[src/rtl/taxi_pkg.sv]
// Shared definitions for the taxi meter controller: state encoding,
// datapath widths and the saturating km adder used by the mile counter.
package taxi_pkg;

    localparam int MILE_W = 13;
    localparam int FARE_W = 13;

    localparam logic [1:0] ST_IDLE = 2'd0;
    localparam logic [1:0] ST_RUN  = 2'd1;
    localparam logic [1:0] ST_CALC = 2'd2;
    localparam logic [1:0] ST_SHOW = 2'd3;

    // Adds 0..2 km to the running count, pinning at the all-ones ceiling.
    function automatic logic [MILE_W-1:0] mile_sat_add(input logic [MILE_W-1:0] base,
                                                       input logic [1:0]        inc);
        logic [MILE_W:0] sum;
        sum = {1'b0, base} + {{(MILE_W-1){1'b0}}, inc};
        return sum[MILE_W] ? {MILE_W{1'b1}} : sum[MILE_W-1:0];
    endfunction

endpackage

[src/rtl/mile_counter.sv]
// Wheel-pulse divider and saturating km counter. 'extra' adds one km in the
// same cycle as a wheel-derived km (used for waiting-time charge).
module mile_counter
    import taxi_pkg::*;
#(
    parameter int PPK = 10
) (
    input  logic              CLK,
    input  logic              RST,
    input  logic              clr,
    input  logic              en,
    input  logic              pulse,
    input  logic              extra,
    output logic [MILE_W-1:0] mile
);

    localparam int PC_W = (PPK > 1) ? $clog2(PPK) : 1;

    logic [PC_W-1:0] pulse_cnt;
    logic            wrap;
    logic [1:0]      km_inc;

    assign wrap   = pulse && (pulse_cnt == PC_W'(PPK - 1));
    assign km_inc = {1'b0, wrap} + {1'b0, extra};

    // Divide wheel pulses down to km; a partial km is simply dropped on clear.
    always_ff @(posedge CLK) begin
        if (RST || clr) begin
            pulse_cnt <= '0;
            mile      <= '0;
        end else if (en) begin
            if (pulse)
                pulse_cnt <= wrap ? '0 : pulse_cnt + 1'b1;
            mile <= mile_sat_add(mile, km_inc);
        end
    end

endmodule

[src/rtl/taxi_ctrl.sv]
// Taxi meter trip sequencer. Optional waiting-time charge is built only when
// TAXI_WAIT_CHARGE_EN is defined; the default build has no wait counter.
//
// state | meaning
// IDLE  | no trip; fare datapath held clear, mile held at 0
// RUN   | trip in progress; wheel pulses accumulate km
// CALC  | one cycle for the fare datapath register to catch up
// SHOW  | settled fare displayed for SHOW_SEC seconds
module taxi_ctrl
    import taxi_pkg::*;
#(
    parameter int PPK      = 10,
    parameter int SHOW_SEC = 5,
    parameter int WAIT_SEC = 60
) (
    input  logic              CLK,
    input  logic              RST,
    input  logic              start,
    input  logic              stop,
    input  logic              wheel_pulse,
    input  logic              sec_tick,
    input  logic [FARE_W-1:0] fare_in,
    output logic [MILE_W-1:0] mile,
    output logic              fare_rst,
    output logic [FARE_W-1:0] fare_hold,
    output logic              done,
    output logic [1:0]        state
);

    localparam int SEC_W = $clog2(SHOW_SEC + 1);

    logic [1:0]       state_nxt;
    logic [SEC_W-1:0] sec_cnt;
    logic             in_run;
    logic             restart;
    logic             show_to;
    logic             mile_clr;
    logic             wait_km;

    assign in_run   = (state == ST_RUN);
    assign restart  = (state == ST_SHOW) && start;
    assign show_to  = (state == ST_SHOW) && sec_tick && (sec_cnt == SEC_W'(1));
    assign fare_rst = (state == ST_IDLE) || restart;
    // Leaving SHOW for IDLE also clears mile so IDLE always shows 0.
    assign mile_clr = fare_rst || show_to;

    // Next-state decode; stop beats start in RUN, start beats timeout in SHOW.
    always_comb begin
        state_nxt = state;
        case (state)
            ST_IDLE: if (start) state_nxt = ST_RUN;
            ST_RUN:  if (stop)  state_nxt = ST_CALC;
            ST_CALC: state_nxt = ST_SHOW;
            ST_SHOW: begin
                if (start)        state_nxt = ST_RUN;
                else if (show_to) state_nxt = ST_IDLE;
            end
            default: state_nxt = ST_IDLE;
        endcase
    end

    // State register.
    always_ff @(posedge CLK) begin
        if (RST) state <= ST_IDLE;
        else     state <= state_nxt;
    end

    // Display timer: loaded in CALC, counts seconds down while in SHOW.
    always_ff @(posedge CLK) begin
        if (RST)
            sec_cnt <= '0;
        else if (state == ST_CALC)
            sec_cnt <= SEC_W'(SHOW_SEC);
        else if ((state == ST_SHOW) && sec_tick && (sec_cnt != '0))
            sec_cnt <= sec_cnt - 1'b1;
    end

    // Latch the fare as CALC ends; clear it whenever SHOW is left.
    always_ff @(posedge CLK) begin
        if (RST) begin
            fare_hold <= '0;
            done      <= 1'b0;
        end else begin
            done <= (state == ST_CALC);
            if (state == ST_CALC)
                fare_hold <= fare_in;
            else if (restart || show_to)
                fare_hold <= '0;
        end
    end

`ifdef TAXI_WAIT_CHARGE_EN
    localparam int WAIT_W = (WAIT_SEC > 1) ? $clog2(WAIT_SEC) : 1;

    logic [WAIT_W-1:0] wait_cnt;

    // A tick that completes WAIT_SEC still charges even if a pulse lands with it.
    assign wait_km = in_run && sec_tick && (wait_cnt == WAIT_W'(WAIT_SEC - 1));

    // Stopped-time counter: any wheel pulse restarts the wait.
    always_ff @(posedge CLK) begin
        if (RST || !in_run)
            wait_cnt <= '0;
        else if (wheel_pulse || wait_km)
            wait_cnt <= '0;
        else if (sec_tick)
            wait_cnt <= wait_cnt + 1'b1;
    end
`else
    // WAIT_SEC stays referenced so both builds share one parameter list.
    assign wait_km = 1'b0 & 1'(WAIT_SEC < 0);
`endif

    mile_counter #(
        .PPK (PPK)
    ) u_mile_counter (
        .CLK   (CLK),
        .RST   (RST),
        .clr   (mile_clr),
        .en    (in_run),
        .pulse (wheel_pulse),
        .extra (wait_km),
        .mile  (mile)
    );

endmodule

[config.mk]
export PLATFORM = sky130hd
export DESIGN_NAME = taxi_ctrl
export DESIGN_NICKNAME = d
export VERILOG_FILES = /design/src/rtl/taxi_pkg.sv /design/src/rtl/mile_counter.sv /design/src/rtl/taxi_ctrl.sv
export SDC_FILE = /design/constraint.sdc
export NUM_CORES = 1
export LEC_CHECK = 0
export ABC_CLOCK_PERIOD_IN_PS = 2900
export CAP_MARGIN = 40
export CORE_MARGIN = 2
export CORE_UTILIZATION = 45
export DETAILED_ROUTE_END_ITERATION = 8
export GPL_ROUTABILITY_DRIVEN = 0
export MAX_ROUTING_LAYER = met4
export PLACE_DENSITY = 0.78
export REMOVE_ABC_BUFFERS = 1
export SYNTH_ARGS = -nofsm -noshare
export SYNTH_HDL_FRONTEND = slang
export SYNTH_SLANG_ARGS = --single-unit
[constraint.sdc]
create_clock -name CLK -period 2.9 [get_ports CLK]
set_clock_uncertainty 0.05 [all_clocks]
set_input_delay 0.435 -clock CLK [delete_from_list [all_inputs] [get_ports CLK]]
set_output_delay 0.435 -clock CLK [all_outputs]
set_load 0.005 [all_outputs]
==> results by group, run 1 <==
Yosys
  • EDFF count, synth: 0
  • Post-synthesis cell type count: 37
  • Largest area contributor in the netlist: dfxtp_1
  • Flops & latches, synth: 36
  • Post-synth top area share: between 40% and 50%
  • Synthesis Warnings: 0
  • Ys flop type: dfxtp_1
  • Area contributors post-synth: dfxtp_1 (43%), ha_1 (8.3%), a22o_1 (6.9%)
  • Mapped Cells: between 150 and 200
  • Post-synthesis sequential area ratio: a little over two fifths
  • Top-count cell post-synth: dfxtp_1
  • Syn avg cell area: approximately 9.6 sq um
  • Mapped Area: about 1700 sq um
  • Commonest cells post-synth: dfxtp_1 (36), nor2_1 (16), a22o_1 (13)
  • Asr flop ratio synth: 0%

Clock tree
  • Post-CTS setup buffer count: 0
  • CTS clk-pin slew, worst paths: ~0.070 ns
  • CTS Sinks: 36
  • CTS tree: yes
  • CTS Buf Count: 5
  • Worst skew pair latency: about 0.28 ns
  • # hold bufs at CTS: 0
  • H-tree levels: 2
  • Post-CTS sizing: 0
  • Root buffer cell: clkbuf_8
  • CTS max path bufs: 2

Worst setup path
  • Critical Path Stages: 8
  • Worst R2R Setup Slack: about 0.58 ns
  • Crit path max-delay family: simple AND/OR/NAND/NOR gates
  • Worst path slowest cell: clkdlybuf4s50_1
  • Worst Path Buf+Inv: 1
  • Slowest stage delay, CP: approximately 0.51 ns
  • CP Launch Type: input pin
  • CP Max Fanout: 5
  • Crit path from: wheel_pulse
  • Most used cell, CP: ha_1
  • Reg2Reg Depth: 8
  • Worst path cell trace: clkdlybuf4s50_1 > and4b_1 > ha_1 > ha_1 > nand3_1 > nor4_1 > xnor2_1 > a21oi_2
  • Critical path capture point type: flop
  • Reg-to-reg critical path startpoint: u_mile_counter.pulse_cnt[0]
  • Crit path required time: approximately 3.0 ns
  • CP arrival: 2.55 ns
  • Setup Crit Path Kind: in -> reg

Final layout
  • Cell Count, Final, Fillers Out: about 270
  • ANT cells: 0
  • Nets: roughly 250
  • Share of layout cells above drive strength 1: around a tenth
  • Util after Layout: around 63%
  • Area grow syn2layout: 37.5%

Die
  • Die area: approximately 4200 sq um
  • Initial Util: a little under half
  • Core Area: between 3000 and 4000 sq um
  • # IOs: between 40 and 50
  • Die width: 64.7 um
  • Chip height: around 65 um
  • Cell Rows: 22

Timing
  • Worst Tran Pin Value: 0.537 ns
  • Number of failing hold endpoints at the final stage: 0
  • Final worst path period share: 84.2%
  • Slew headroom: around 64%
  • Setup tns final: 0 ns
  • Setup violators final: 0
  • Final Max Slew Viols: 0
  • Post-route minimum period: between 2 and 2.5 ns
  • WHS: between 0.4 and 0.5 ns
  • Fmax: roughly 0.4 GHz
  • RSZ-0062 raised after global routing: no

Worst hold path
  • Worst hold path startpoint: u_mile_counter.pulse_cnt[3]
  • Worst hold path depth: 2
  • Worst min path class: reg -> reg

Drt
  • Final ANT Viol Nets: 0
  • Via count: about 1400
  • Vias per Instance: between 5 and 6
  • WL per Instance: between 10 and 15 um
  • Remaining DRCs: 0
  • WL final: approximately 3.5 mm
  • Drt first pass iters: 4
  • Iter 0 DRT Violations: 60

Power
  • VDD IR max: about 0.4 mV
  • Leak: between 0.8 and 0.9 nW
  • Pwr dens: 685 nW/um^2

Global routing
  • Grt ovf: 0
  • Initial antenna violation count: 0
  • Vias in the first global route: around 1300
  • First-pass GRT wire length: approximately 5.8 mm
  • Pin count of the biggest net entering global routing: 15
  • Aggregate global-route resource usage: 18.2%

Placement
  • Placed cells: between 200 and 300
  • Input/output buffers: 48
  • Post-DP HPWL: about 2.5 mm

Flow run
  • Max-cap violations: 0

Run status
  • Status: finished, final reports clean
power breakdown:
group	leakage [nW]	internal [mW]	total [mW]	switching (mW)
combinational	0.472	0.292	0.561	0.269
sequential	0.291	0.570	0.627	0.0568
clock	0.0503	0.211	0.374	0.163
total	0.814	1.07	1.56	0.489
through the flow:
step / instance area [sq um] / total power [mW] / setup WS [ns]
finish: 2280 / 1.56 / 0.458
floorplan: 1620 / 0.935 / 0.864
global route: 2280 / 1.66 / 0.258
detailed placement: 2180 / 1.20 / 0.201
global placement: 2180 / 1.18 / 0.283
CTS: 2280 / 1.57 / 0.464
cell families after synthesis:
family | Yosys count | synth area share [%]
buf+inv | 17 | 4.52
fa+ha+maj | 11 | 8.30
simple gates | 58 | 19.2
flops | 36 | 43.4
mux | 1 | 0.603
xor+xnor | 9 | 4.75
compound gates | 40 | 19.2
cell usage in the layout (no fill, tap or decap), drive strengths merged:
cell / n
a21bo: 1
and3: 1
nand2: 8
nand4: 3
nor3: 12
ha: 11
buf: 3
a22o: 13
a21oi: 15
nor2: 16
nand3b: 2
inv: 10
a31oi: 1
nand3: 6
nor4: 2
a2111oi: 1
nor2b: 3
and4b: 1
clkdlybuf4s50: 48
a211oi: 1
and4: 1
or4: 1
clkbuf: 7
nor4b: 1
o21ai: 3
a21o: 2
xnor2: 7
mux2i: 1
a221oi: 2
dfxtp: 36
o41ai: 1
xor2: 2
nor3b: 1
flip-flops by register name, indices dropped and copies added, names as in the netlist:
signal,flops
fare_hold,13
u_mile_counter.pulse_cnt,4
sec_cnt,3
u_mile_counter.mile,13
done,1
state,2
per-layer routing:
metal	up-vias	global-route usage, %	routed length [um]	share of wire, %
met2	30	29.4	1610	47
met1	638	21.1	1660	48
met4	0	9.57	65	1.9
met3	8	3.82	133	3.8
met5	-	-	0	0
li1	710	-	-	-
final cells by class:
class	count	area [sq um]
Fill cell	303	1330
Multi-Input combinational cell	119	863
Sequential cell	36	721
Timing Repair Buffer	51	503
Clock buffer	7	96.3
Tap cell	48	60.1
Inverter	10	37.5
tightest hold or removal path: cells and delay by family, from the launching register on:
family,cells,cell delay (ns)
flops,1,0.32
simple gates,1,0.05
compound gates,1,0.05
path summary, 6_finish.rpt:
kind	end
worst max-delay path	u_mile_counter.mile[12]
worst min-delay path	u_mile_counter.pulse_cnt[3]
worst max register to register	u_mile_counter.mile[12]
worst min register to register	u_mile_counter.pulse_cnt[3]
No activity file was read; power rests on OpenSTA's default activity.
==> run 2, diff against run 1 <==
- ABC_CLOCK_PERIOD_IN_PS: 2900 -> 2060
- CORE_UTILIZATION: 45 -> 42
- PLACE_DENSITY: 0.78 -> 0.76
- clock period: 2.9 -> 2.06 ns (I/O delays scaled with it)
==> run 2 against run 1 <==
Compared with the run above:
- core utilization up 2.9 points
- register-to-register slack got worse by 0.42 ns
- worst setup slack worse by 0.35 ns
- critical path type is now reg -> out
- largest cell class unchanged
- largest power group is now combinational cells
- highest routed layer unchanged
==> results by group, run 2 (same netlist as run 1, synthesis figures left out) <==
Worst setup path
  • Worst path slowest cell: clkdlybuf4s50_1
  • CP Launch Type: flop
  • Worst path cell trace: buf_4 > ha_1 > a21o_1 > clkdlybuf4s50_1
  • Crit path required time: 1.70 ns (-1.30 ns)
  • CP Max Fanout: 6 (+1)
  • Slowest stage delay, CP: 0.48 ns (-0.03 ns)
  • CP arrival: 1.60 ns (-0.95 ns)
  • Critical path capture point type: primary output
  • Crit path max-delay family: buffers and inverters
  • Worst Path Buf+Inv: 2 (+1)
  • Setup Crit Path Kind: reg -> out

Clock tree
  • CTS tree: yes
  • Post-CTS setup buffer count: 0 (unchanged)
  • CTS Sinks: 36 (unchanged)
  • CTS max path bufs: 2 (unchanged)
  • Worst skew pair latency: 0.28 ns (about the same)
  • CTS clk-pin slew, worst paths: 0.07 ns (about the same)
  • Root buffer cell: clkbuf_8
  • H-tree levels: 2 (unchanged)
  • CTS Buf Count: 5 (unchanged)

Final layout
  • Largest regs: fare_hold: 13 flops, u_mile_counter.mile: 13 flops, u_mile_counter.pulse_cnt: 4 flops
  • Share of layout cells above drive strength 1: 18.0% (+7.7 points)
  • # fillers: 331 (+9.2%)
  • Commonest non-fill, non-tap cells in the layout: clkdlybuf4s50_1 (48), dfxtp_1 (35), nor2_1 (16), a22o_1 (13), buf_4 (11)
  • Area grow syn2layout: 48.2%
  • Nets: 262 (+3.6%)
  • ANT cells: 0 (unchanged)
  • Design area: 2460 sq um (+7.8%)
  • Most common cell after layout, fill and taps aside: clkdlybuf4s50_1

Die
  • # IOs: 49 (unchanged)
  • Core Area: 3720 sq um (+3.1%)
  • Initial Util: 44.6% (-1.4 points)
  • Cell Rows: 22 (unchanged)
  • Die width: 66.9 um (+3.3%)
  • Chip height: 66.9 um (+3.3%)
  • Die area: 4470 sq um (+6.7%)

Drt
  • Drt first pass iters: 4 (unchanged)
  • Vias per Instance: 5.15 (+0.69%)
  • WL per Instance: 13.4 um (+4.6%)
  • WL final: 3.76 mm (+8.5%)
  • Via count: 1447 (+4.4%)
  • Iter 0 DRT Violations: 76 (+27%)
  • Remaining DRCs: 0 (unchanged)
  • Final ANT Viol Nets: 0 (unchanged)

Power
  • Leak: 0.892 nW (+9.6%)
  • Pwr dens: 994 nW/um^2 (+45%)
  • VDD IR max: 0.579 mV (+48%)
  • Power consumption: 2.44 mW (+56%)

Global routing
  • Grt ovf: 0 (unchanged)
  • Initial antenna violation count: 0 (unchanged)
  • Pin count of the biggest net entering global routing: 18 (+3)
  • First-pass GRT wire length: 6.20 mm (+7.0%)
  • Vias in the first global route: 1397 (+4.1%)
  • Aggregate global-route resource usage: 18.5% (+0.38 points)

Worst hold path
  • Worst min path class: reg -> reg

Timing
  • Final Max Slew Viols: 0 (unchanged)
  • Final worst path period share: a little over nine tenths
  • Post-route minimum period: ~2.0 ns
  • Number of failing hold endpoints at the final stage: 0 (unchanged)
  • Fmax: 0.512 GHz
  • Setup violators final: 0 (unchanged)
  • Slew headroom: 72.7% (+8.6 points)
  • RSZ-0062 raised after global routing: no
  • Worst Tran Pin Value: 0.408 ns (-0.129 ns)

Flow run
  • Max-cap violations: 0 (unchanged)

Placement
  • Post-DP HPWL: 2.57 mm (+3.4%)
  • Cell Area, Placed: 2260 sq um (+3.7%)
  • Input/output buffers: 48 (unchanged)

Run status
  • Status: finished, final reports clean
==> run 2: final timing paths <==
check                                    from                     endpoint  slack [ns]  depth (start not counted)
hold reg to reg   u_mile_counter.pulse_cnt[3]  u_mile_counter.pulse_cnt[3]        0.42                          2
hold / removal    u_mile_counter.pulse_cnt[3]  u_mile_counter.pulse_cnt[3]        0.42                          2
setup / recovery                     state[1]                     fare_rst        0.10                          4
setup reg to reg  u_mile_counter.pulse_cnt[1]      u_mile_counter.mile[11]        0.16                          9
==> run 2: per-stage QoR <==
stage	worst slack [ns]	TNS, ns	hold WS, ns	cells	utilization, %
after floorplan	0.0238	0	0.328	165	-
after global placement	-0.246	-2.73	0.397	272	60.7
after detailed placement	-0.286	-3.11	0.407	273	60.9
after CTS	-0.00465	-0.00465	0.416	281	64.6
after global routing	0.0271	0	0.439	281	66.2
final	0.105	0	0.420	281	66.2
==> run 2: area by class of cell <==
type	instances	area, sq um	area share [%]
inverter	10	37.5	1.53
clock inverter	1	30.0	1.22
clock buffer	7	96.3	3.92
tap	48	60.1	2.44
timing repair buffer	60	583	23.7
sequential	36	722	29.4
multi-input combinational	119	930	37.8
==> run 2: per-layer routing <==
layer | wire length, um | vias up | GRT usage [%]
met3 | 167 | 9 | 4.56
met2 | 1710 | 30 | 29.1
met1 | 1820 | 674 | 23.8
li1 | - | 734 | -
met5 | 0 | - | -
met4 | 66 | 0 | 5.10
==> run 2: timing repair <==
action                                  4_1_cts  5_1_grt
gates cloned                                  0        0
resized for setup                             2       10
pin swaps                                     1        0
hold buffers                                  0        0
endpoints found under the setup margin        3       12
==> run 2: where the power goes <==
group | total (mW) | internal [mW] | switching (mW) | leakage, nW
Clock | 0.672 | 0.427 | 0.245 | 0.0645
Combinational | 0.895 | 0.485 | 0.410 | 0.536
Sequential | 0.877 | 0.805 | 0.0716 | 0.292
==> run 2: worst reg2reg max path, stage by stage (launching register included) <==
cell      delay, ns
dfxtp_1        0.33
inv_1          0.06
ha_1           0.13
and4b_1        0.27
ha_4           0.18
nand4_4        0.10
buf_4          0.18
nor4_2         0.25
nor2_1         0.07
a211oi_1       0.19
